**src/rtl/vga_timing_pkg.sv**
```systemverilog
// 640x480@60 VGA timing constants and counter helper shared by the timing generator and top.
// Pure declarations: no latency, no backpressure.
package vga_timing_pkg;

    localparam int CNT_W = 10;

    localparam int H_VISIBLE = 640;
    localparam int H_FRONT   = 16;
    localparam int H_SYNC    = 96;
    localparam int H_BACK    = 48;
    localparam int V_VISIBLE = 480;
    localparam int V_FRONT   = 10;
    localparam int V_SYNC    = 2;
    localparam int V_BACK    = 33;

    localparam int H_TOTAL      = H_VISIBLE + H_FRONT + H_SYNC + H_BACK;
    localparam int V_TOTAL      = V_VISIBLE + V_FRONT + V_SYNC + V_BACK;
    localparam int H_SYNC_START = H_VISIBLE + H_FRONT;
    localparam int H_SYNC_END   = H_SYNC_START + H_SYNC - 1;
    localparam int V_SYNC_START = V_VISIBLE + V_FRONT;
    localparam int V_SYNC_END   = V_SYNC_START + V_SYNC - 1;

    typedef logic [CNT_W-1:0] cnt_t;

    function automatic cnt_t wrap_inc(input cnt_t cnt, input cnt_t last);
        return (cnt == last) ? '0 : cnt + 1'b1;
    endfunction

endpackage

```
**src/rtl/vga_timing_gen.sv**
```systemverilog
// Free-running h/v pixel counters with combinational sync/active decode.
// Decode has zero latency from the counter registers; no backpressure, runs every clock.
module vga_timing_gen
    import vga_timing_pkg::*;
#(
    parameter int H_VISIBLE = vga_timing_pkg::H_VISIBLE,
    parameter int H_FRONT   = vga_timing_pkg::H_FRONT,
    parameter int H_SYNC    = vga_timing_pkg::H_SYNC,
    parameter int H_BACK    = vga_timing_pkg::H_BACK,
    parameter int V_VISIBLE = vga_timing_pkg::V_VISIBLE,
    parameter int V_FRONT   = vga_timing_pkg::V_FRONT,
    parameter int V_SYNC    = vga_timing_pkg::V_SYNC,
    parameter int V_BACK    = vga_timing_pkg::V_BACK
) (
    input  logic             clk_i,
    input  logic             rst_i,
    output logic [CNT_W-1:0] h_cnt_o,
    output logic [CNT_W-1:0] v_cnt_o,
    output logic             active_o,
    output logic             h_sync_n_o,
    output logic             v_sync_n_o
);

    localparam logic [CNT_W-1:0] H_VIS    = CNT_W'(H_VISIBLE);
    localparam logic [CNT_W-1:0] HS_FIRST = CNT_W'(H_VISIBLE + H_FRONT);
    localparam logic [CNT_W-1:0] HS_LAST  = CNT_W'(H_VISIBLE + H_FRONT + H_SYNC - 1);
    localparam logic [CNT_W-1:0] H_LAST   = CNT_W'(H_VISIBLE + H_FRONT + H_SYNC + H_BACK - 1);
    localparam logic [CNT_W-1:0] V_VIS    = CNT_W'(V_VISIBLE);
    localparam logic [CNT_W-1:0] VS_FIRST = CNT_W'(V_VISIBLE + V_FRONT);
    localparam logic [CNT_W-1:0] VS_LAST  = CNT_W'(V_VISIBLE + V_FRONT + V_SYNC - 1);
    localparam logic [CNT_W-1:0] V_LAST   = CNT_W'(V_VISIBLE + V_FRONT + V_SYNC + V_BACK - 1);

    logic [CNT_W-1:0] h_cnt_q, h_cnt_d;
    logic [CNT_W-1:0] v_cnt_q, v_cnt_d;

    // The line counter advances on the same edge the pixel counter wraps.
    always_comb begin
        h_cnt_d = wrap_inc(h_cnt_q, H_LAST);
        v_cnt_d = v_cnt_q;
        if (h_cnt_q == H_LAST) begin
            v_cnt_d = wrap_inc(v_cnt_q, V_LAST);
        end
    end

    always_ff @(posedge clk_i) begin
        if (rst_i) begin
            h_cnt_q <= '0;
            v_cnt_q <= '0;
        end else begin
            h_cnt_q <= h_cnt_d;
            v_cnt_q <= v_cnt_d;
        end
    end

    assign h_cnt_o    = h_cnt_q;
    assign v_cnt_o    = v_cnt_q;
    assign active_o   = (h_cnt_q < H_VIS) && (v_cnt_q < V_VIS);
    assign h_sync_n_o = !((h_cnt_q >= HS_FIRST) && (h_cnt_q <= HS_LAST));
    assign v_sync_n_o = !((v_cnt_q >= VS_FIRST) && (v_cnt_q <= VS_LAST));

endmodule

```
**src/rtl/vga_display_controller.sv**
```systemverilog
// VGA DAC driver: timing, visible-pixel coordinates and RGB gating; outputs idle while iRST is high.
// Colour is a zero-latency pass-through; no backpressure, the pixel source must keep pace.
module vga_display_controller
    import vga_timing_pkg::*;
#(
    parameter int H_VISIBLE = vga_timing_pkg::H_VISIBLE,
    parameter int H_FRONT   = vga_timing_pkg::H_FRONT,
    parameter int H_SYNC    = vga_timing_pkg::H_SYNC,
    parameter int H_BACK    = vga_timing_pkg::H_BACK,
    parameter int V_VISIBLE = vga_timing_pkg::V_VISIBLE,
    parameter int V_FRONT   = vga_timing_pkg::V_FRONT,
    parameter int V_SYNC    = vga_timing_pkg::V_SYNC,
    parameter int V_BACK    = vga_timing_pkg::V_BACK
) (
    input  logic             iCLK,
    input  logic             iRST,
    input  logic [9:0]       iRed,
    input  logic [9:0]       iGreen,
    input  logic [9:0]       iBlue,
    output logic [CNT_W-1:0] oCurrent_X,
    output logic [CNT_W-1:0] oCurrent_Y,
    output logic [9:0]       oVGA_R,
    output logic [9:0]       oVGA_G,
    output logic [9:0]       oVGA_B,
    output logic             oVGA_H_SYNC,
    output logic             oVGA_V_SYNC,
    output logic             oVGA_SYNC,
    output logic             oVGA_BLANK,
    output logic             oVGA_CLOCK
);

    logic [CNT_W-1:0] h_cnt;
    logic [CNT_W-1:0] v_cnt;
    logic             active;
    logic             h_sync_n;
    logic             v_sync_n;

    vga_timing_gen #(
        .H_VISIBLE (H_VISIBLE),
        .H_FRONT   (H_FRONT),
        .H_SYNC    (H_SYNC),
        .H_BACK    (H_BACK),
        .V_VISIBLE (V_VISIBLE),
        .V_FRONT   (V_FRONT),
        .V_SYNC    (V_SYNC),
        .V_BACK    (V_BACK)
    ) u_timing (
        .clk_i      (iCLK),
        .rst_i      (iRST),
        .h_cnt_o    (h_cnt),
        .v_cnt_o    (v_cnt),
        .active_o   (active),
        .h_sync_n_o (h_sync_n),
        .v_sync_n_o (v_sync_n)
    );

    always_comb begin
        oCurrent_X  = '0;
        oCurrent_Y  = '0;
        oVGA_R      = '0;
        oVGA_G      = '0;
        oVGA_B      = '0;
        oVGA_H_SYNC = 1'b1;
        oVGA_V_SYNC = 1'b1;
        oVGA_BLANK  = 1'b0;
        if (!iRST) begin
            oVGA_H_SYNC = h_sync_n;
            oVGA_V_SYNC = v_sync_n;
            oVGA_BLANK  = active;
            if (active) begin
                oCurrent_X = h_cnt;
                oCurrent_Y = v_cnt;
                oVGA_R     = iRed;
                oVGA_G     = iGreen;
                oVGA_B     = iBlue;
            end
        end
    end

    // No sync-on-green; the DAC samples on the falling pixel-clock edge.
    assign oVGA_SYNC  = 1'b0;
    assign oVGA_CLOCK = ~iCLK;

endmodule

```
**config.mk**
```make
export PLATFORM = sky130hd
export DESIGN_NAME = vga_display_controller
export DESIGN_NICKNAME = d
export VERILOG_FILES = /design/src/rtl/vga_timing_pkg.sv /design/src/rtl/vga_timing_gen.sv /design/src/rtl/vga_display_controller.sv
export SDC_FILE = /design/constraint.sdc
export NUM_CORES = 1
export LEC_CHECK = 0
export CAP_MARGIN = 5
export CORE_ASPECT_RATIO = 1.1
export CORE_MARGIN = 5
export CORE_UTILIZATION = 41
export CTS_BUF_LIST = sky130_fd_sc_hd__clkbuf_8
export DETAILED_ROUTE_END_ITERATION = 6
export GPL_TIMING_DRIVEN = 1
export PLACE_DENSITY = 0.89
export SYNTH_ARGS = -nofsm -noshare
export SYNTH_HDL_FRONTEND = slang
export SYNTH_SLANG_ARGS = --single-unit
```
**constraint.sdc**
```tcl
create_clock -name iCLK -period 4.3 [get_ports iCLK]
set_input_delay 0.86 -clock iCLK [delete_from_list [all_inputs] [get_ports iCLK]]
set_output_delay 0.86 -clock iCLK [all_outputs]
set_load 0.02 [all_outputs]
```
# Yosys cells after proc, flatten, opt, wreduce, memory -nomap -nowiden
# Index checks and enable logic that the tools add are counted.
[classes] add_sub_neg=2 n_lt_le_gt_ge=6 n_eq_ne=2 muxes=14 bitwise_logic=1 n_reduce_logical=6
[ops] operator="2-to-1 mux 10 bit" n=11
[ops] operator="adder 10 x 1 -> 10 bit, second input constant" n=2
[ops] operator="== test 10 bit, second input constant" n=2
[ops] operator=">= comparator 10 bit, second input constant" n=1
[ops] operator=">= comparator 10 x 9 -> 1 bit, second input constant" n=1
[ops] operator="<= comparator 10 bit, second input constant" n=1
[ops] operator="<= comparator 10 x 9 -> 1 bit, second input constant" n=1
[ops] operator="less-than comparator 10 bit, second input constant" n=1
[ops] operator="less-than comparator 10 x 9 -> 1 bit, second input constant" n=1
[ops] operator="logical AND 1 bit" n=3
[ops] operator="2-to-1 mux 1 bit" n=3
[ops] operator="logical NOT 1 bit" n=2
[ops] operator="OR reduction 2 bit" n=1
[ops] operator="NOT 1 bit" n=1
[totals] register_bits=20 input_bits=32 out_inout_bits=55 elab_cells=33

# Longest topological paths before layout
# Gate-level depths: netlist (run 1).
[depth] ltp_word=4 ltp_mapped=6

# Modules after synthesis
# Synthesis (run 1) repeated with hierarchy kept, for this count alone.
[unflattened] cells_unflattened=185 area_unflattened_um2=1575.3
[modules_own_cells] mod="vga_timing_gen" instances=1 cells_each=119 area_each_um2=1038.5 seq_area_each_um2=400.4
[modules_own_cells] mod="vga_display_controller" instances=1 cells_each=66 area_each_um2=536.8 seq_area_each_um2=0.0

==> impl_metrics.env, run 1 <==
export IMPL_synth_fa_ha_area_share_pct=4.57
export IMPL_cts_buffer_depth=2
export IMPL_synth_cell_types=31
export IMPL_grt_pass1_wl_um=6220
export IMPL_ioPinCount=87
export IMPL_synth_area_um2=1370
export IMPL_dieHeight_um=70.6
export IMPL_cp_num_buf_inv=4
export IMPL_cts_root_buf="clkbuf_8"
export IMPL_drtAntennaViolNets=0
export IMPL_area_growth_pct=65.2
export IMPL_cts_buffers=3
export IMPL_p_per_area_nw_per_um2=206
export IMPL_dp_hpwl_um=3060
export IMPL_post_cts_setup_buffers=0
export IMPL_nets=298
export IMPL_p_leak_nw=0.822
export IMPL_synth_compound_area_share_pct=3.84
export IMPL_crit_top_cell="clkbuf_8"
export IMPL_wl_um=3850
export IMPL_syn_avg_cell_area_um2=7.61
export IMPL_worstPathRequired_ns=3.44
export IMPL_post_cts_resized=0
export IMPL_grt_usage_pct=16.7
export IMPL_drc=0
export IMPL_setup_tns_ns=0
export IMPL_worstMarginPinSlew_ns=0.557
export IMPL_cp_end_kind="output port"
export IMPL_maxSlewViolCount=0
export IMPL_crit_fanout=12
export IMPL_cts_tree="built"
export IMPL_core_um2=3280
export IMPL_syn_inst=180
export IMPL_cts_hold_fix_buffers=0
export IMPL_first_pass_iters=4
export IMPL_fin_worst_skew_ns=0.00281
export IMPL_ys_seq_elements=20
export IMPL_synth_xor_area_share_pct=8.31
export IMPL_worstHoldPathType="reg -> reg"
export IMPL_cpMaxStageDelayCell="clkdlybuf4s50_1"
export IMPL_portBuffers=84
export IMPL_cp_cell_sequence="clkbuf_8 > clkbuf_8 > inv_1 > clkdlybuf4s50_1"
export IMPL_synth_top_family_by_area="simple AND/OR/NAND/NOR gates"
export IMPL_gp_congestion=0.851
export IMPL_drive_above_1_share_pct=3.08
export IMPL_rsz0062_at_grt="no"
export IMPL_grt_pass1_vias=1346
export IMPL_holdWs_ns=0.509
export IMPL_synthMuxAreaShare_pct=0.731
export IMPL_max_stage_delay_ns=0.59
export IMPL_max_slew_margin_pct=62.8
export IMPL_outcome="finished clean"
export IMPL_max_cap_violations=0
export IMPL_overflow=0
export IMPL_cts_max_level=1
export IMPL_start_util_pct=41.8
export IMPL_vias=1435
export IMPL_final_common_cell="clkdlybuf4s50_1"
export IMPL_yosysWarnings=0
export IMPL_diodes=0
export IMPL_die_w_um=65.1
export IMPL_antenna_found_initial=0
export IMPL_grt_max_degree=51
export IMPL_synth_seq_area_share_pct=29.2
export IMPL_ir_drop_v=0.000294
export IMPL_cp_start_kind="clock port"
export IMPL_die_area_um2=4600
export IMPL_clkSlewWorstSetupHoldPaths_ns=0.08
export IMPL_clock_latency_ns=0.26
export IMPL_synthSimpleGateAreaFrac_pct=46.9
export IMPL_worst_endpoint_arrival_ns=3.07
export IMPL_final_hold_violation_count=0
export IMPL_num_rows=22
export IMPL_viasPerCell=4.85
export IMPL_path_delay_family="buffers and inverters"
export IMPL_mostFrequentLayoutCells="clkdlybuf4s50_1, and2_1, dfxtp_1"
export IMPL_setup_violations_final=0
export IMPL_path_class="clk -> out"
export IMPL_post_drt_wl_per_cell_um=13.0
export IMPL_drt_iter0_markers=22
==> routing by layer <==
metal	share of wire [%]	vias to the layer above	GRT usage, %	wire, um
met5	0	-	0	0
met4	1.5	0	4.84	57
met2	51	42	29.3	1970
li1	-	748	-	-
met1	42	639	19.8	1620
met3	5.3	6	4.29	205
==> area by class of cell <==
type	count	area (um2)
clock buffer	4	51.3
clock inverter	2	8.76
fill	281	1010
inverter	6	22.5
multi-input combinational	143	890
sequential	20	400
tap	36	45.0
timing repair buffer	85	846
==> stage by stage <==
stage / worst slack, ns / cell area [um2] / util (%) / total power, mW / std cells
final: 0.371 / 2260 / 69.1 / 0.465 / 296
after global routing: 0.331 / 2260 / 69.1 / 0.487 / 296
after CTS: 0.360 / 2260 / 69.1 / 0.470 / 296
after detailed placement: 0.657 / 2220 / 67.7 / 0.341 / 292
after global placement: 0.681 / 2220 / 67.7 / 0.340 / 292
after floorplan: 1.16 / 1370 / - / 0.260 / 181
==> synthesized netlist by cell type, drive strengths merged <==
cell    instances  area, um2
and2           49        307
dfxtp          20        400
nor2           19       71.3
nand2           8       30.0
nand3           8       40.0
clkbuf          7       26.3
inv             7       26.3
xnor2           7       61.3
nand4           6       37.5
nor3            6       30.0
xor2            6       52.6
a21oi           5       28.8
ha              5       62.6
buf             4       31.3
or3             4       25.0
nor4            3       18.8
or4             3       26.3
and4            2       17.5
nand3b          2       15.0
o21ai           2       10.0
a31oi           1       6.26
and4b           1       10.0
conb            1       3.75
mux2i           1       10.0
nand2b          1       6.26
nand4b          1       8.76
o21bai          1       7.51
==> worst reg2reg max path: cells and delay by family, from the launching register on <==
family                     cells  cell delay [ns]
AOI/OAI and AO/OA              1             0.50
adders and majority gates      1             0.26
DFF                            1             0.43
and+or+nand+nor                3             0.86
==> worst paths after layout <==
check,start,to,slack [ns],cells past startpoint
worst min register to register,u_timing.h_cnt_o[0],u_timing.h_cnt_o[0],0.51,1
worst max register to register,u_timing.h_cnt_o[0],u_timing.v_cnt_o[2],2.13,5
worst min-delay path,u_timing.h_cnt_o[0],u_timing.h_cnt_o[0],0.51,1
worst max-delay path,iCLK,oVGA_CLOCK,0.37,4
==> cell families after synthesis <==
group | Yosys count
buf+inv | 18
fa+ha+maj | 5
mux | 1
xor+xnor | 13
flops | 20
compound gates | 9
other cells | 1
simple gates | 113
==> power by group <==
group / switching, mW / internal (mW) / leakage (nW)
Clock: 0.0821 / 0.0818 / 0.0347
Combinational: 0.0472 / 0.0633 / 0.626
Sequential: 0.00346 / 0.187 / 0.162
==> registers in the layout, summed over array words and instances (netlist names) <==
name              count
u_timing.h_cnt_o     10
u_timing.v_cnt_o     10
(Power assumes the default switching activity.)
==> run 2, diff against run 1 <==
--- a/config.mk
+++ b/config.mk
@@ -10,3 +10,3 @@
 export CORE_MARGIN = 5
-export CORE_UTILIZATION = 41
+export CORE_UTILIZATION = 38
 export CTS_BUF_LIST = sky130_fd_sc_hd__clkbuf_8
@@ -14,3 +14,3 @@
 export GPL_TIMING_DRIVEN = 1
-export PLACE_DENSITY = 0.89
+export PLACE_DENSITY = 0.83
 export SYNTH_ARGS = -nofsm -noshare
==> constraint.sdc (replaced) <==
create_clock -name iCLK -period 4.5 [get_ports iCLK]
set_input_delay 0.675 -clock iCLK [delete_from_list [all_inputs] [get_ports iCLK]]
set_output_delay 0.675 -clock iCLK [all_outputs]
set_load 0.02 [all_outputs]
==> impl_metrics.env, run 2 (synthesized netlist as in run 1, its figures left out) <==
export IMPL_overflow=0
export IMPL_p_per_area_nw_per_um2=196
export IMPL_drc=0
export IMPL_dieHeight_um=73.0
export IMPL_cts_root_buf="clkbuf_8"
export IMPL_grt_max_degree=39
export IMPL_worstMarginPinSlew_ns=0.552
export IMPL_final_hold_violation_count=0
export IMPL_cts_buffer_depth=2
export IMPL_vias=1438
export IMPL_r2r_end="u_timing.v_cnt_o[4]"
export IMPL_core_um2=3410
export IMPL_max_cap_violations=0
export IMPL_max_stage_delay_ns=0.60
export IMPL_portBuffers=84
export IMPL_area_growth_pct=66.6
export IMPL_p_leak_nw=0.823
export IMPL_diodes=0
export IMPL_crit_top_cell="clkbuf_8"
export IMPL_cp_cell_sequence="clkbuf_8 > clkbuf_8 > inv_1 > clkdlybuf4s50_1"
export IMPL_die_area_um2=4910
export IMPL_cts_tree="built"
export IMPL_r2r_slack_ns=2.38
export IMPL_grt_pass1_wl_um=6200
export IMPL_first_pass_iters=4
export IMPL_post_drt_wl_per_cell_um=13.0
export IMPL_drtAntennaViolNets=0
export IMPL_final_common_cell="clkdlybuf4s50_1"
export IMPL_cp_num_buf_inv=4
export IMPL_whs_path_depth=1
export IMPL_holdWs_ns=0.494
export IMPL_worstHoldPathType="reg -> reg"
export IMPL_worstReg2RegStart="u_timing.h_cnt_o[0]"
export IMPL_clkSlewWorstSetupHoldPaths_ns=0.08
export IMPL_crit_fanout=11
export IMPL_dp_hpwl_um=3190
export IMPL_outcome="finished clean"
export IMPL_grt_usage_pct=16.1
export IMPL_cts_hold_fix_buffers=0
export IMPL_die_w_um=67.3
export IMPL_antenna_found_initial=0
export IMPL_cpMaxStageDelayCell="clkdlybuf4s50_1"
export IMPL_post_cts_setup_buffers=0
export IMPL_nets=297
export IMPL_max_slew_margin_pct=63.1
export IMPL_ioPinCount=87
export IMPL_fin_worst_skew_ns=0.00231
export IMPL_gp_congestion=0.823
export IMPL_drive_above_1_share_pct=2.32
export IMPL_maxSlewViolCount=0
export IMPL_path_class="clk -> out"
export IMPL_min_from="u_timing.h_cnt_o[0]"
export IMPL_r2r_cells=5
export IMPL_rsz0062_at_grt="no"
export IMPL_start_util_pct=40.1
export IMPL_setup_tns_ns=0
export IMPL_cp_end_kind="output port"
export IMPL_cts_buffers=3
export IMPL_num_rows=22
export IMPL_setup_violations_final=0
export IMPL_ir_drop_v=0.000234
export IMPL_wl_um=4010
export IMPL_worst_endpoint_arrival_ns=3.17
export IMPL_clock_latency_ns=0.26
export IMPL_viasPerCell=4.68
export IMPL_mostFrequentLayoutCells="clkdlybuf4s50_1, and2_1, dfxtp_1"
export IMPL_utilization_pct=66.9
export IMPL_drt_iter0_markers=63
export IMPL_cts_max_level=1
export IMPL_min_to="u_timing.h_cnt_o[0]"
export IMPL_post_cts_resized=0
export IMPL_grt_pass1_vias=1333
export IMPL_worstPathRequired_ns=3.83
export IMPL_path_delay_family="buffers and inverters"
export IMPL_cp_start_kind="clock port"
## run 2: changes by cell type in the layout (fill, tap and decap cells not counted), sizes merged
cell / delta
inv: +1
buf: -1
clkinv: -1
## run 2: worst max path at each step
stage / from / endpoint / slack (ns) / cells after the start
floorplan: iCLK / oVGA_CLOCK / 1.45 / 1
global placement: iCLK / oVGA_CLOCK / 0.97 / 2
detailed placement: iRST / oVGA_R[0] / 0.92 / 6
CTS: iCLK / oVGA_CLOCK / 0.64 / 4
global route: iCLK / oVGA_CLOCK / 0.61 / 4
finish: iCLK / oVGA_CLOCK / 0.65 / 4
## run 2: report_power, final
part | internal, mW | leakage, nW | switching, mW | total (mW)
clock | 0.0775 | 0.0361 | 0.0817 | 0.159
combinational | 0.0612 | 0.626 | 0.0456 | 0.107
sequential | 0.179 | 0.162 | 0.00303 | 0.182
total | 0.318 | 0.823 | 0.130 | 0.448
## run 2: cell type report
class	count	area (um2)
Timing Repair Buffer	84	851
Tap cell	48	60.1
Inverter	6	22.5
Multi-Input combinational cell	143	890
Sequential cell	20	400
Fill cell	325	1130
Clock buffer	4	51.3
Clock inverter	2	7.51
## run 2: layer usage
metal | routed length, um | vias to the layer above | GRT usage (%)
met3 | 289 | 5 | 5.39
met2 | 2100 | 47 | 27.9
met5 | 0 | - | 0
li1 | - | 746 | -
met4 | 35 | 0 | 3.60
met1 | 1580 | 640 | 18.9
## run 2: metrics by stage
step	instances	instance area [um2]	worst slack, ns	total power [mW]
5_1_grt	307	2280	0.612	0.470
3_3_place_gp	303	2240	0.966	0.326
6_report	307	2280	0.650	0.448
4_1_cts	307	2280	0.635	0.453
2_1_floorplan	181	1370	1.45	0.248
3_5_place_dp	303	2240	0.919	0.327
## run 2: worst reg2reg max path, cell delays in order (launching register included)
cell and delay, ns:
dfxtp_1 0.41, ha_1 0.24, nand4_1 0.26, or3_1 0.49
o21bai_1 0.49, nor2_1 0.11
==> run 3, diff against run 2 <==
ABC_CLOCK_PERIOD_IN_PS = 4500   (was not set)
==> results of run 3 <==
Final layout, timing and power as in run 2 (identical DEF).
